==> src/rtl/sumador_arbiter_if.sv <==
// Request, adder-launch and response signals shared by sumador_arbiter and its surroundings.
// The op_count/carry_count members exist only when SUMADOR_ARB_STATS_EN is defined.
interface sumador_arbiter_if #(
  parameter int NREQ  = 4,
  parameter int WIDTH = 8
);
  localparam int ID_W = (NREQ > 1) ? $clog2(NREQ) : 1;

  logic [NREQ-1:0]       req_valid;
  logic [NREQ-1:0]       req_ready;
  logic [NREQ*WIDTH-1:0] req_a;
  logic [NREQ*WIDTH-1:0] req_b;
  logic [NREQ-1:0]       req_cin;

  logic                  add_en;
  logic [WIDTH-1:0]      add_a;
  logic [WIDTH-1:0]      add_b;
  logic                  add_cin;
  logic [WIDTH-1:0]      add_sum;
  logic                  add_cout;

  logic                  rsp_valid;
  logic                  rsp_ready;
  logic [ID_W-1:0]       rsp_id;
  logic [WIDTH-1:0]      rsp_sum;
  logic                  rsp_cout;
  logic                  busy;

`ifdef SUMADOR_ARB_STATS_EN
  logic [15:0]           op_count;
  logic [15:0]           carry_count;

  // slave is the arbiter; master is the requesters, result consumer and adder together
  modport slave (
    input  req_valid, req_a, req_b, req_cin, add_sum, add_cout, rsp_ready,
    output req_ready, add_en, add_a, add_b, add_cin,
    output rsp_valid, rsp_id, rsp_sum, rsp_cout, busy,
    output op_count, carry_count
  );

  modport master (
    output req_valid, req_a, req_b, req_cin, add_sum, add_cout, rsp_ready,
    input  req_ready, add_en, add_a, add_b, add_cin,
    input  rsp_valid, rsp_id, rsp_sum, rsp_cout, busy,
    input  op_count, carry_count
  );
`else
  modport slave (
    input  req_valid, req_a, req_b, req_cin, add_sum, add_cout, rsp_ready,
    output req_ready, add_en, add_a, add_b, add_cin,
    output rsp_valid, rsp_id, rsp_sum, rsp_cout, busy
  );

  modport master (
    output req_valid, req_a, req_b, req_cin, add_sum, add_cout, rsp_ready,
    input  req_ready, add_en, add_a, add_b, add_cin,
    input  rsp_valid, rsp_id, rsp_sum, rsp_cout, busy
  );
`endif

endinterface

==> src/rtl/sumador_arbiter.sv <==
// Round-robin arbiter sharing one external adder among NREQ requesters.
// Define SUMADOR_ARB_STATS_EN to add the op_count/carry_count handshake counters.
//
// state | meaning
// IDLE  | scan requesters from rr_ptr, accept the first valid one
// ISSUE | registered operands on add_a/add_b/add_cin, add_en pulsed
// WAIT  | counting adder latency, capture result when cnt reaches ADD_LAT
// RESP  | result held on rsp_* until rsp_ready
module sumador_arbiter #(
  parameter int NREQ    = 4,
  parameter int WIDTH   = 8,
  parameter int ADD_LAT = 1
) (
  input logic              clk,
  input logic              rst_n,
  sumador_arbiter_if.slave bus
);
  localparam int ID_W  = (NREQ > 1) ? $clog2(NREQ) : 1;
  localparam int CNT_W = (ADD_LAT > 0) ? $clog2(ADD_LAT + 1) : 1;
  localparam logic [CNT_W-1:0] LAT_CNT = CNT_W'(ADD_LAT);

  typedef enum logic [1:0] {
    IDLE  = 2'd0,
    ISSUE = 2'd1,
    WAIT  = 2'd2,
    RESP  = 2'd3
  } state_t;

  state_t           state;
  state_t           state_nxt;

  logic [ID_W-1:0]  rr_ptr;
  logic [ID_W-1:0]  rr_nxt;
  logic [ID_W-1:0]  winner;
  logic [ID_W-1:0]  id_q;
  logic             found;
  logic             accept;
  logic             capture;
  logic [CNT_W-1:0] cnt;

  logic [WIDTH-1:0] a_sel;
  logic [WIDTH-1:0] b_sel;
  logic             cin_sel;
  logic [WIDTH-1:0] a_q;
  logic [WIDTH-1:0] b_q;
  logic             cin_q;
  logic [WIDTH-1:0] sum_q;
  logic             cout_q;

  // Rotating-priority scan: first valid requester at or after rr_ptr, wrapping
  always_comb begin
    int s;
    found  = 1'b0;
    winner = '0;
    s      = 0;
    for (int k = 0; k < NREQ; k++) begin
      s = int'(rr_ptr) + k;
      if (s >= NREQ) s = s - NREQ;
      if (!found && bus.req_valid[ID_W'(s)]) begin
        found  = 1'b1;
        winner = ID_W'(s);
      end
    end
  end

  always_comb begin
    int s;
    s = int'(winner) + 1;
    if (s >= NREQ) s = 0;
    rr_nxt = ID_W'(s);
  end

  always_comb begin
    a_sel   = '0;
    b_sel   = '0;
    cin_sel = 1'b0;
    for (int i = 0; i < NREQ; i++) begin
      if (winner == ID_W'(i)) begin
        a_sel   = bus.req_a[i*WIDTH +: WIDTH];
        b_sel   = bus.req_b[i*WIDTH +: WIDTH];
        cin_sel = bus.req_cin[i];
      end
    end
  end

  assign accept  = (state == IDLE) && found;
  assign capture = ((state == ISSUE) && (ADD_LAT == 0)) ||
                   ((state == WAIT) && (cnt == LAT_CNT));

  always_ff @(posedge clk or negedge rst_n) begin
    if (!rst_n) begin
      state <= IDLE;
    end else begin
      state <= state_nxt;
    end
  end

  always_comb begin
    state_nxt = state;
    case (state)
      IDLE:    if (found) state_nxt = ISSUE;
      ISSUE:   state_nxt = (ADD_LAT == 0) ? RESP : WAIT;
      WAIT:    if (cnt == LAT_CNT) state_nxt = RESP;
      RESP:    if (bus.rsp_ready) state_nxt = IDLE;
      default: state_nxt = IDLE;
    endcase
  end

  // req_ready is also gated by rst_n so the grant disappears the moment reset asserts
  always_comb begin
    bus.req_ready = '0;
    if ((state == IDLE) && found && rst_n) bus.req_ready[winner] = 1'b1;
    bus.add_en    = (state == ISSUE);
    bus.rsp_valid = (state == RESP);
    bus.busy      = (state != IDLE);
  end

  always_ff @(posedge clk or negedge rst_n) begin
    if (!rst_n) begin
      rr_ptr <= '0;
      id_q   <= '0;
      a_q    <= '0;
      b_q    <= '0;
      cin_q  <= 1'b0;
    end else if (accept) begin
      rr_ptr <= rr_nxt;
      id_q   <= winner;
      a_q    <= a_sel;
      b_q    <= b_sel;
      cin_q  <= cin_sel;
    end
  end

  always_ff @(posedge clk or negedge rst_n) begin
    if (!rst_n) begin
      cnt <= '0;
    end else if (state == ISSUE) begin
      cnt <= CNT_W'(1);
    end else if ((state == WAIT) && (cnt != LAT_CNT)) begin
      cnt <= cnt + 1'b1;
    end
  end

  always_ff @(posedge clk or negedge rst_n) begin
    if (!rst_n) begin
      sum_q  <= '0;
      cout_q <= 1'b0;
    end else if (capture) begin
      sum_q  <= bus.add_sum;
      cout_q <= bus.add_cout;
    end
  end

  assign bus.add_a    = a_q;
  assign bus.add_b    = b_q;
  assign bus.add_cin  = cin_q;
  assign bus.rsp_id   = id_q;
  assign bus.rsp_sum  = sum_q;
  assign bus.rsp_cout = cout_q;

`ifdef SUMADOR_ARB_STATS_EN
  logic        rsp_fire;
  logic [15:0] op_q;
  logic [15:0] carry_q;

  assign rsp_fire = (state == RESP) && bus.rsp_ready;

  // op count wraps, carry count saturates
  always_ff @(posedge clk or negedge rst_n) begin
    if (!rst_n) begin
      op_q    <= '0;
      carry_q <= '0;
    end else if (rsp_fire) begin
      op_q <= op_q + 16'd1;
      if (cout_q && (carry_q != 16'hFFFF)) carry_q <= carry_q + 16'd1;
    end
  end

  assign bus.op_count    = op_q;
  assign bus.carry_count = carry_q;
`endif

endmodule

==> src/flat_wrapper.sv <==
// flat-port wrapper written by rule: the top's interface ports become plain ports
module sumador_arbiter_flat 
#(
  parameter int NREQ    = 4,
  parameter int WIDTH   = 8,
  parameter int ADD_LAT = 1
)
  (clk, rst_n, bus_req_valid, bus_req_a, bus_req_b, bus_req_cin, bus_add_sum, bus_add_cout, bus_rsp_ready, bus_req_ready, bus_add_en, bus_add_a, bus_add_b, bus_add_cin, bus_rsp_valid, bus_rsp_id, bus_rsp_sum, bus_rsp_cout, bus_busy);
  sumador_arbiter_if #(.NREQ(NREQ), .WIDTH(WIDTH)) bus_i ();
  input logic clk;
  input logic rst_n;
  input wire logic [$bits(bus_i.req_valid)-1:0] bus_req_valid;
  input wire logic [$bits(bus_i.req_a)-1:0] bus_req_a;
  input wire logic [$bits(bus_i.req_b)-1:0] bus_req_b;
  input wire logic [$bits(bus_i.req_cin)-1:0] bus_req_cin;
  input wire logic [$bits(bus_i.add_sum)-1:0] bus_add_sum;
  input wire logic [$bits(bus_i.add_cout)-1:0] bus_add_cout;
  input wire logic [$bits(bus_i.rsp_ready)-1:0] bus_rsp_ready;
  output wire logic [$bits(bus_i.req_ready)-1:0] bus_req_ready;
  output wire logic [$bits(bus_i.add_en)-1:0] bus_add_en;
  output wire logic [$bits(bus_i.add_a)-1:0] bus_add_a;
  output wire logic [$bits(bus_i.add_b)-1:0] bus_add_b;
  output wire logic [$bits(bus_i.add_cin)-1:0] bus_add_cin;
  output wire logic [$bits(bus_i.rsp_valid)-1:0] bus_rsp_valid;
  output wire logic [$bits(bus_i.rsp_id)-1:0] bus_rsp_id;
  output wire logic [$bits(bus_i.rsp_sum)-1:0] bus_rsp_sum;
  output wire logic [$bits(bus_i.rsp_cout)-1:0] bus_rsp_cout;
  output wire logic [$bits(bus_i.busy)-1:0] bus_busy;
  assign bus_i.req_valid = bus_req_valid;
  assign bus_i.req_a = bus_req_a;
  assign bus_i.req_b = bus_req_b;
  assign bus_i.req_cin = bus_req_cin;
  assign bus_i.add_sum = bus_add_sum;
  assign bus_i.add_cout = bus_add_cout;
  assign bus_i.rsp_ready = bus_rsp_ready;
  assign bus_req_ready = bus_i.req_ready;
  assign bus_add_en = bus_i.add_en;
  assign bus_add_a = bus_i.add_a;
  assign bus_add_b = bus_i.add_b;
  assign bus_add_cin = bus_i.add_cin;
  assign bus_rsp_valid = bus_i.rsp_valid;
  assign bus_rsp_id = bus_i.rsp_id;
  assign bus_rsp_sum = bus_i.rsp_sum;
  assign bus_rsp_cout = bus_i.rsp_cout;
  assign bus_busy = bus_i.busy;
  sumador_arbiter #(.NREQ(NREQ), .WIDTH(WIDTH), .ADD_LAT(ADD_LAT)) u_core (.clk(clk), .rst_n(rst_n), .bus(bus_i));
endmodule
==> config.mk <==
export PLATFORM = sky130hd
export DESIGN_NAME = sumador_arbiter_flat
export DESIGN_NICKNAME = d
export VERILOG_FILES = /design/src/rtl/sumador_arbiter_if.sv /design/src/rtl/sumador_arbiter.sv /design/src/flat_wrapper.sv
export SDC_FILE = /design/constraint.sdc
export NUM_CORES = 1
export LEC_CHECK = 0
export BUFFER_PORTS_ARGS = -buffer_cell sky130_fd_sc_hd__buf_4
export CAP_MARGIN = 20
export CORE_ASPECT_RATIO = 1.5
export CORE_MARGIN = 3
export CORE_UTILIZATION = 47
export CTS_BUF_LIST = sky130_fd_sc_hd__clkbuf_8
export DETAILED_ROUTE_END_ITERATION = 12
export PLACE_DENSITY_LB_ADDON = 0.1
export SYNTH_ARGS = -nofsm -noshare
export SYNTH_HDL_FRONTEND = slang
export SYNTH_SLANG_ARGS = --single-unit
export TNS_END_PERCENT = 20
==> constraint.sdc <==
create_clock -name clk -period 2.55 [get_ports clk]
set_input_delay 0.3825 -clock clk [delete_from_list [all_inputs] [get_ports clk]]
set_output_delay 0.3825 -clock clk [all_outputs]
set_load 0.03 [all_outputs]
==> flow_summary.json, run 1 <==
{
  "core_area_um2": 4540,
  "grt_max_degree": 38,
  "ctsHoldBuffers": 0,
  "clkSinkCount": 33,
  "crit_fanout": 35,
  "relSlewSlack_pct": 59.1,
  "p_seq_share_pct": 23.5,
  "avgSynthCellArea_um2": 9.77,
  "drc": 0,
  "hp-class": "primary input to async pin",
  "r2r_slack_ns": 0.35,
  "min_period_ns": 2.45,
  "gp_congestion": 0.775,
  "antennaDiodeCount": 0,
  "nets": 437,
  "clkLatencyLatePin_ns": 0.28,
  "drive_above_1_share_pct": 52.8,
  "yosys_warnings": 0,
  "swShare_pct": 46.1,
  "hold_viol_final": 0,
  "first_pass_iters": 4,
  "critPathBufInv": 2,
  "ys_seq_area_share_pct": 37.2,
  "ctsLongestPathBuffers": 2,
  "root_buffer": "clkbuf_8",
  "timing.fmax_mhz": 408,
  "min_period_over_period_pct": 96.2,
  "path_class": "flip-flop to output pin",
  "fin_tns_setup_ns": 0,
  "arrival_ns": 2.07,
  "h-tree-depth": 2,
  "clkPwrFrac_pct": 9.3,
  "antenna_found_initial": 0,
  "status": "finished clean",
  "netlist_area_um2": 2220,
  "synth_fp_nets": 319,
  "worstMarginPinSlew_ns": 0.611,
  "netSwitchingPower_mw": 1.89,
  "routed_wl_um": 5730,
  "initial_core_util_pct": 48.8,
  "worst_setup_path_start_kind": "flip-flop",
  "fin_total_pwr_mw": 4.10,
  "track_usage_pct": 21.6,
  "final_common_cell": "buf_4",
  "path_clk_slew_ns": 0.06,
  "drt_iter0_markers": 41,
  "synth_edf_count": 0,
  "fillCellCount": 383,
  "rsz0062_at_grt": "false",
  "viasPerCell": 5.27,
  "cp_slowest_cell": "dfrtp_1",
  "layout_common_cells": "buf_4 (126), a21oi_2 (32), dfrtp_1 (32), inv_1 (22), a21oi_1 (20)",
  "worst_hold_slack_ns": 0.0488,
  "cts_buffers": 5,
  "die_h_um": 90.1,
  "rows": 30,
  "syn_to_final_growth_pct": 47.7,
  "slew_violations": 0,
  "grt.overflow.total": 0,
  "io_pins": 119,
  "ys_ff_latch": 33,
  "cpPeakStageDelay_ns": 0.42,
  "vdd_drop_max_v": 0.000497,
  "ant_nets": 0,
  "first_global_vias": 2115,
  "p_int_mw": 2.21,
  "synthArstFlopShare_pct": 100,
  "die_x_um": 62.1,
  "num_vias": 2154,
  "p_per_area_nw_per_um2": 1250,
  "grt_pass1_wl_um": 9460,
  "cp.required_ns": 2.17,
  "dieArea_um2": 5590,
  "drv_cap": 0,
  "crit_family": "simple AND/OR/NAND/NOR gates",
  "comb_power_share_pct": 67.2,
  "io_buffers": 118,
  "post_cts_buffers": 0,
  "setup_viol": 0,
  "post_synth_num_cell_types": 30,
  "end_kind": "output pin",
  "syn_inst": 227,
  "cts_tree": "built",
  "cp_cell_sequence": "nand2b_1, o2bb2ai_1, or3_1, ha_1, buf_12, and3_1, buf_4",
  "finalClockSkew_ns": 0.00397,
  "synth-main-ff-cell": "dfrtp_1",
  "power.leakage_nw": 1.55,
  "wl_per_cell_um": 14.0,
  "dp_hpwl_um": 4580
}
[worst reg2reg max path: stages (launching register included)]
cell and delay [ns]:
dfrtp_2 0.45, nand2b_1 0.16, a21oi_1 0.29, or3_1 0.21, ha_2 0.27, buf_4 0.21, nand3b_1 0.09, a221o_1 0.33
a21oi_2 0.13
[area by class of cell]
type | count | area, um2 | share of cell area (%)
clock inverters | 1 | 3.75 | 0.115
repair buffers | 128 | 986 | 30.1
clock buffers | 6 | 82.6 | 2.52
well taps | 64 | 80.1 | 2.44
flip-flops and latches | 33 | 827 | 25.2
inverters | 21 | 78.8 | 2.41
multi-input cells | 156 | 1220 | 37.2
[synthesized netlist by cell type, types with 2 or more instances]
master,number,area [um2]
dfrtp_1,33,826
a21oi_2,32,280
inv_1,21,78.8
a21oi_1,20,100
nor2_1,19,71.3
a221o_1,17,170
nand3b_1,17,128
buf_2,9,45.0
mux2_2,9,101
ha_1,8,100
nand2_1,8,30.0
and3_1,4,25.0
buf_6,4,45.0
clkbuf_1,4,15.0
nand2b_1,3,18.8
or3_1,3,18.8
nor3_1,2,10.0
o2bb2ai_1,2,17.5
[registers in the layout (all words and copies together) (netlist names)]
signal / flops
u_core.bus.add_cin: 1
u_core.bus.rsp_sum: 8
u_core.rr_ptr: 2
u_core.bus.rsp_cout: 1
u_core.state: 2
u_core.bus.add_b: 8
u_core.bus.rsp_id: 2
u_core.bus.add_a: 8
u_core.cnt: 1
[per-layer routing]
metal / vias to the layer above / wire length, um / GRT usage [%]
met2: 99 / 2860 / 34.4
li1: 1055 / - / -
met3: 11 / 509 / 5.89
met4: 0 / 124 / 7.61
met1: 989 / 2240 / 26.9
met5: - / 0 / 0
[power by group through the flow]
stage	registers [mW]	logic, mW	clock network (mW)
finish	0.962	2.76	0.382
global route	0.996	3.00	0.411
CTS	0.962	2.77	0.394
detailed placement	0.971	2.76	0
global placement	0.958	2.72	0
floorplan	1.40	1.48	0
[per-stage QoR]
| stage | setup WS, ns | cells | utilization [%] | instance area [um2] |
|---|---|---|---|---|
| floorplan | 0.267 | 227 | - | 2220 |
| global placement | 0.272 | 402 | 70.0 | 3180 |
| detailed placement | 0.239 | 402 | 70.0 | 3180 |
| CTS | 0.0143 | 409 | 71.9 | 3260 |
| global route | 0.0000318 | 409 | 72.1 | 3280 |
| finish | 0.0967 | 409 | 72.1 | 3280 |
[cells by family (layout without fill, tap and decap cells)]
kind of cell / Yosys count / in the layout / synth area share (%)
fa+ha+maj: 8 / 8 / 4.51
compound gates: 79 / 79 / 30.0
flops: 33 / 33 / 37.2
mux: 11 / 11 / 5.53
buf+inv: 38 / 156 / 8.30
simple gates: 58 / 58 / 14.4
[worst paths after layout]
| path | depth (start not counted) | end | start |
|---|---|---|---|
| worst max-delay path | 7 | bus_req_ready[1] | u_core.rr_ptr[0] |
| worst min-delay path | 1 | u_core.bus.rsp_id[1] | rst_n |
| worst max register to register | 8 | u_core.bus.add_b[5] | u_core.rr_ptr[1] |
| worst min register to register | 2 | u_core.bus.rsp_id[0] | u_core.bus.rsp_id[0] |
| max in group asynchronous | 1 | u_core.rr_ptr[1] | rst_n |
| min in group clk | 2 | u_core.bus.rsp_cout | bus_add_cout |
[what timing repair did]
item	in CTS	in global routing
resized for setup	0	4
endpoints found under the setup margin	0	3
endpoints found under the hold margin	0	0
Note: power is estimated with default switching activity, not from simulation.
==> run 2, diff against run 1 <==
- CORE_UTILIZATION: 47 -> 50
- clock period: 2.55 -> 2.9 ns (I/O delays scaled with it)
==> flow_summary.json, run 2 (synthesized netlist as in run 1, its figures left out) <==
{
  "grt.overflow.total": 0,
  "drt_iter0_markers": 68,
  "num_vias": 2136,
  "drive_above_1_share_pct": 51.7,
  "initial_core_util_pct": 52.2,
  "crit_fanout": 12,
  "io_pins": 119,
  "relSlewSlack_pct": 66.5,
  "vdd_drop_max_v": 0.000855,
  "p_seq_share_pct": 23.7,
  "layout_common_cells": "buf_4 (126), dfrtp_1 (33), a21oi_2 (32), inv_1 (21), a21oi_1 (20)",
  "cts_tree": "built",
  "ant_nets": 0,
  "die_h_um": 87.6,
  "grt_pass1_wl_um": 8810,
  "timing.fmax_mhz": 387,
  "comb_power_share_pct": 65.8,
  "status": "finished clean",
  "r2r_slack_ns": 0.48,
  "netSwitchingPower_mw": 1.64,
  "worstMarginPinSlew_ns": 0.503,
  "die_x_um": 60.4,
  "finalClockSkew_ns": 0.00863,
  "drv_cap": 0,
  "dp_hpwl_um": 4480,
  "io_buffers": 118,
  "rsz0062_at_grt": "false",
  "viasPerCell": 5.48,
  "ctsHoldBuffers": 0,
  "fin_total_pwr_mw": 3.56,
  "fillCellCount": 331,
  "worst_setup_path_start_kind": "flip-flop",
  "routed_wl_um": 5680,
  "cts_resized": 0,
  "final_common_cell": "buf_4",
  "r2r_cells": 8,
  "dieArea_um2": 5290,
  "wl_per_cell_um": 14.6,
  "hold_viol_final": 0,
  "p_per_area_nw_per_um2": 1110,
  "root_buffer": "clkbuf_8",
  "rows": 29,
  "arrival_ns": 2.15,
  "first_global_vias": 1988,
  "min_period_ns": 2.58,
  "path_class": "flip-flop to output pin",
  "setup_viol": 0,
  "slew_violations": 0,
  "nets": 435,
  "antennaDiodeCount": 0,
  "end_kind": "output pin",
  "syn_to_final_growth_pct": 45.1,
  "clkLatencyLatePin_ns": 0.28,
  "antenna_found_initial": 0,
  "h-tree-depth": 2,
  "r2r_start": "u_core.rr_ptr[1]",
  "hp-class": "primary input to async pin",
  "ctsLongestPathBuffers": 2,
  "grt_max_degree": 38,
  "cts_buffers": 5,
  "min_period_over_period_pct": 89.1,
  "fin_tns_setup_ns": 0,
  "path_clk_slew_ns": 0.07,
  "clkSinkCount": 33,
  "cp.required_ns": 2.47,
  "swShare_pct": 46.2,
  "gp_congestion": 0.779,
  "clkPwrFrac_pct": 10.5,
  "power.leakage_nw": 1.54,
  "drc": 0,
  "p_int_mw": 1.92,
  "first_pass_iters": 4,
  "post_cts_buffers": 0,
  "r2r-end": "u_core.bus.add_b[5]",
  "core_area_um2": 4250,
  "track_usage_pct": 21.8
}
[run 2: changes by cell type in the layout (fill, tap and decap cells not counted), sizes merged]
cell / change
buf: -2
clkbuf: +1
clkinv: +1
inv: -1
[run 2: stage by stage]
step           setup slack (ns)  hold slack [ns]  util [%]  area [um2]  cells
4_1_cts                   0.321           0.0979      75.8        3220    390
5_1_grt                   0.166            0.118      75.8        3220    390
2_1_floorplan             0.564            0.139         -        2220    227
3_3_place_gp              0.455            0.405      73.4        3120    382
3_5_place_dp              0.424            0.411      73.4        3120    382
6_report                  0.317           0.0920      75.8        3220    390
[run 2: power groups by stage]
| stage | sequential, mW | clock, mW | combinational (mW) |
|---|---|---|---|
| CTS | 0.844 | 0.389 | 2.36 |
| detailed placement | 0.852 | 0 | 2.36 |
| global route | 0.877 | 0.407 | 2.54 |
| floorplan | 1.23 | 0 | 1.30 |
| finish | 0.843 | 0.376 | 2.34 |
| global placement | 0.844 | 0 | 2.32 |
[run 2: cell type report]
type	instances	area, um2	area share (%)
Sequential cell	33	826	25.7
Multi-Input combinational cell	156	1210	37.5
Timing Repair Buffer	126	946	29.4
Clock buffer	7	96.3	2.99
Tap cell	46	57.6	1.79
Clock inverter	1	5.00	0.156
Inverter	21	78.8	2.45
[run 2: how the worst max path moves through the flow]
stage | startpoint | end | slack, ns | depth (start not counted)
CTS | u_core.rr_ptr[1] | bus_req_ready[1] | 0.32 | 6
global placement | bus_req_valid[3] | u_core.bus.add_a[6] | 0.45 | 9
floorplan | u_core.rr_ptr[1] | bus_req_ready[3] | 0.56 | 7
finish | u_core.rr_ptr[1] | bus_req_ready[1] | 0.32 | 6
global route | u_core.rr_ptr[1] | bus_req_ready[1] | 0.17 | 6
detailed placement | bus_req_valid[3] | u_core.bus.add_b[5] | 0.42 | 9
[run 2: per-layer routing]
layer / wire, um / track usage [%]
met3: 491 / 5.01
met4: 166 / 8.67
met2: 2780 / 37.1
met5: 0 / 0
met1: 2240 / 26.0
[run 2: worst max-delay path: stages, from the launching register on]
cell,delay (ns)
dfrtp_1,0.45
mux2i_1,0.15
o2bb2ai_1,0.16
nor3_1,0.30
ha_1,0.42
and3_1,0.22
buf_4,0.16
==> run 3, diff against run 2 <==
- CORE_UTILIZATION: 50 -> 47
- clock period: 2.9 -> 2.4 ns (I/O delays scaled with it)
==> flow_summary.json, run 3 (synthesized netlist as in run 1, its figures left out) <==
{
  "finalInstanceArea_um2": 3490,
  "crit_fanout": 11,
  "power.leakage_nw": 1.64,
  "syn_to_final_growth_pct": 57.6,
  "first_pass_iters": 5,
  "path_class": "flip-flop to output pin",
  "first_global_vias": 2311,
  "initial_core_util_pct": 48.8,
  "die_x_um": 62.1,
  "worstMarginPinSlew_ns": 0.528,
  "fin_total_pwr_mw": 4.63,
  "h-tree-depth": 2,
  "hp-class": "primary input to flip-flop",
  "antenna_found_initial": 0,
  "core_area_um2": 4540,
  "placed_cell_area_um2": 3180,
  "drive_above_1_share_pct": 58.1,
  "gp_congestion": 0.769,
  "io_pins": 119,
  "grt.overflow.total": 0,
  "die_h_um": 90.1,
  "crit_end": "bus_req_ready[2]",
  "end_kind": "output pin",
  "top_usage_layer": "met2",
  "finalClockSkew_ns": 0.00682,
  "cts_buffers": 5,
  "met3_usage_pct": 8.33,
  "rows": 30,
  "ant_nets": 0,
  "viasPerCell": 5.40,
  "min_period_over_period_pct": 99.0,
  "r2r_cells": 9,
  "r2r-end": "u_core.bus.add_a[5]",
  "r2r_start": "u_core.rr_ptr[1]",
  "routed_wl_um": 6670,
  "path_clk_slew_ns": 0.07,
  "crit_path_start": "u_core.rr_ptr[1]",
  "placed_cells": 402,
  "dieArea_um2": 5590,
  "slew_violations": 0,
  "wl_per_cell_um": 15.7,
  "status": "finished clean",
  "hold_viol_final": 0,
  "num_vias": 2290,
  "finalNonFillerCells": 424,
  "worst_setup_path_start_kind": "flip-flop",
  "final_common_cell": "buf_4",
  "vdd_drop_max_v": 0.000668,
  "grt_pass1_wl_um": 10300,
  "setup_viol": 0,
  "layout_common_cells": "buf_4 (136), a21oi_2 (33), dfrtp_1 (31), inv_1 (21)",
  "relSlewSlack_pct": 64.8,
  "r2r_slack_ns": 0.13,
  "clkSinkCount": 33,
  "ctsLongestPathBuffers": 2,
  "min_period_ns": 2.38,
  "rsz0062_at_grt": "true",
  "met2_usage_pct": 40.5,
  "clkLatencyLatePin_ns": 0.28,
  "cts_tree": "built",
  "nets": 451,
  "track_usage_pct": 24.1,
  "drv_cap": 0,
  "cp.required_ns": 2.04,
  "dp_hpwl_um": 4800,
  "drt_iter0_markers": 50,
  "fillCellCount": 350,
  "io_buffers": 118,
  "timing.fmax_mhz": 421,
  "root_buffer": "clkbuf_8",
  "p_per_area_nw_per_um2": 1330,
  "antennaDiodeCount": 0,
  "arrival_ns": 2.02,
  "drc": 0,
  "grt_max_degree": 36,
  "final_util_pct": 76.9,
  "grt_use_met1_pct": 27.3
}
## run 3: cell count changes in the layout (fill, tap and decap cells not counted), moves of 3 or more
cell,change
and3_4,+3
and3_1,-3
ha_1,-3
buf_4,+10
ha_4,+3
buf_6,+3
## run 3: power breakdown
group	internal, mW	leakage [nW]	switching (mW)
sequential	0.849	0.377	0.187
clock	0.200	0.0439	0.210
combinational	1.44	1.21	1.75
total	2.49	1.64	2.14
## run 3: timing repair
| item | in CTS | in global routing |
|---|---|---|
| hold buffers | 1 | 0 |
| setup endpoints to repair | 3 | 3 |
| resized for setup | 16 | 6 |
| buffers inserted | 4 | 9 |
| gates cloned | 1 | 0 |
| pin swaps | 3 | 4 |
| hold endpoints to repair | 14 | 0 |
## run 3: metrics by stage
step / setup TNS [ns] / setup WS [ns] / hold WS [ns]
2_1_floorplan: 0 / 0.139 / 0.0644
3_3_place_gp: 0 / 0.182 / 0.242
3_5_place_dp: 0 / 0.138 / 0.252
4_1_cts: -0.00989 / -0.00989 / 0.304
5_1_grt: -0.0589 / -0.0307 / 0.309
6_report: 0 / 0.0241 / 0.306
## run 3: worst min-delay path by stage
stage,depth (start not counted),endpoint,from,slack [ns]
after detailed placement,1,u_core.bus.rsp_id[1],rst_n,0.25
after CTS,2,u_core.bus.rsp_sum[2],bus_add_sum[2],0.30
after global routing,2,u_core.bus.rsp_sum[7],bus_add_sum[7],0.31
after floorplan,0,u_core.bus.add_a[0],rst_n,0.06
after global placement,1,u_core.bus.rsp_id[1],rst_n,0.24
final,2,u_core.bus.rsp_sum[2],bus_add_sum[2],0.31
## run 3: final cells by class
type                            count  area, um2  area share [%]
Timing Repair Buffer              142       1120            32.0
Multi-Input combinational cell    156       1300            37.3
Clock buffer                        5       68.8            1.97
Sequential cell                    33        828            23.7
Tap cell                           64       80.1            2.29
Clock inverter                      3       17.5           0.501
Inverter                           21       78.8            2.26
## run 3: critical path: stages, from the launching register on
cell	delay, ns
dfrtp_2	0.44
mux2i_1	0.14
o2bb2ai_2	0.15
or3_4	0.41
ha_4	0.18
buf_12	0.13
and3_4	0.14
buf_6	0.13
## run 3: metal layers
metal  vias to the layer above  wire, um
met5                         -         0
met4                         0        90
met3                         6       624
met2                        99      3520
met1                      1101      2440
li1                       1084         -
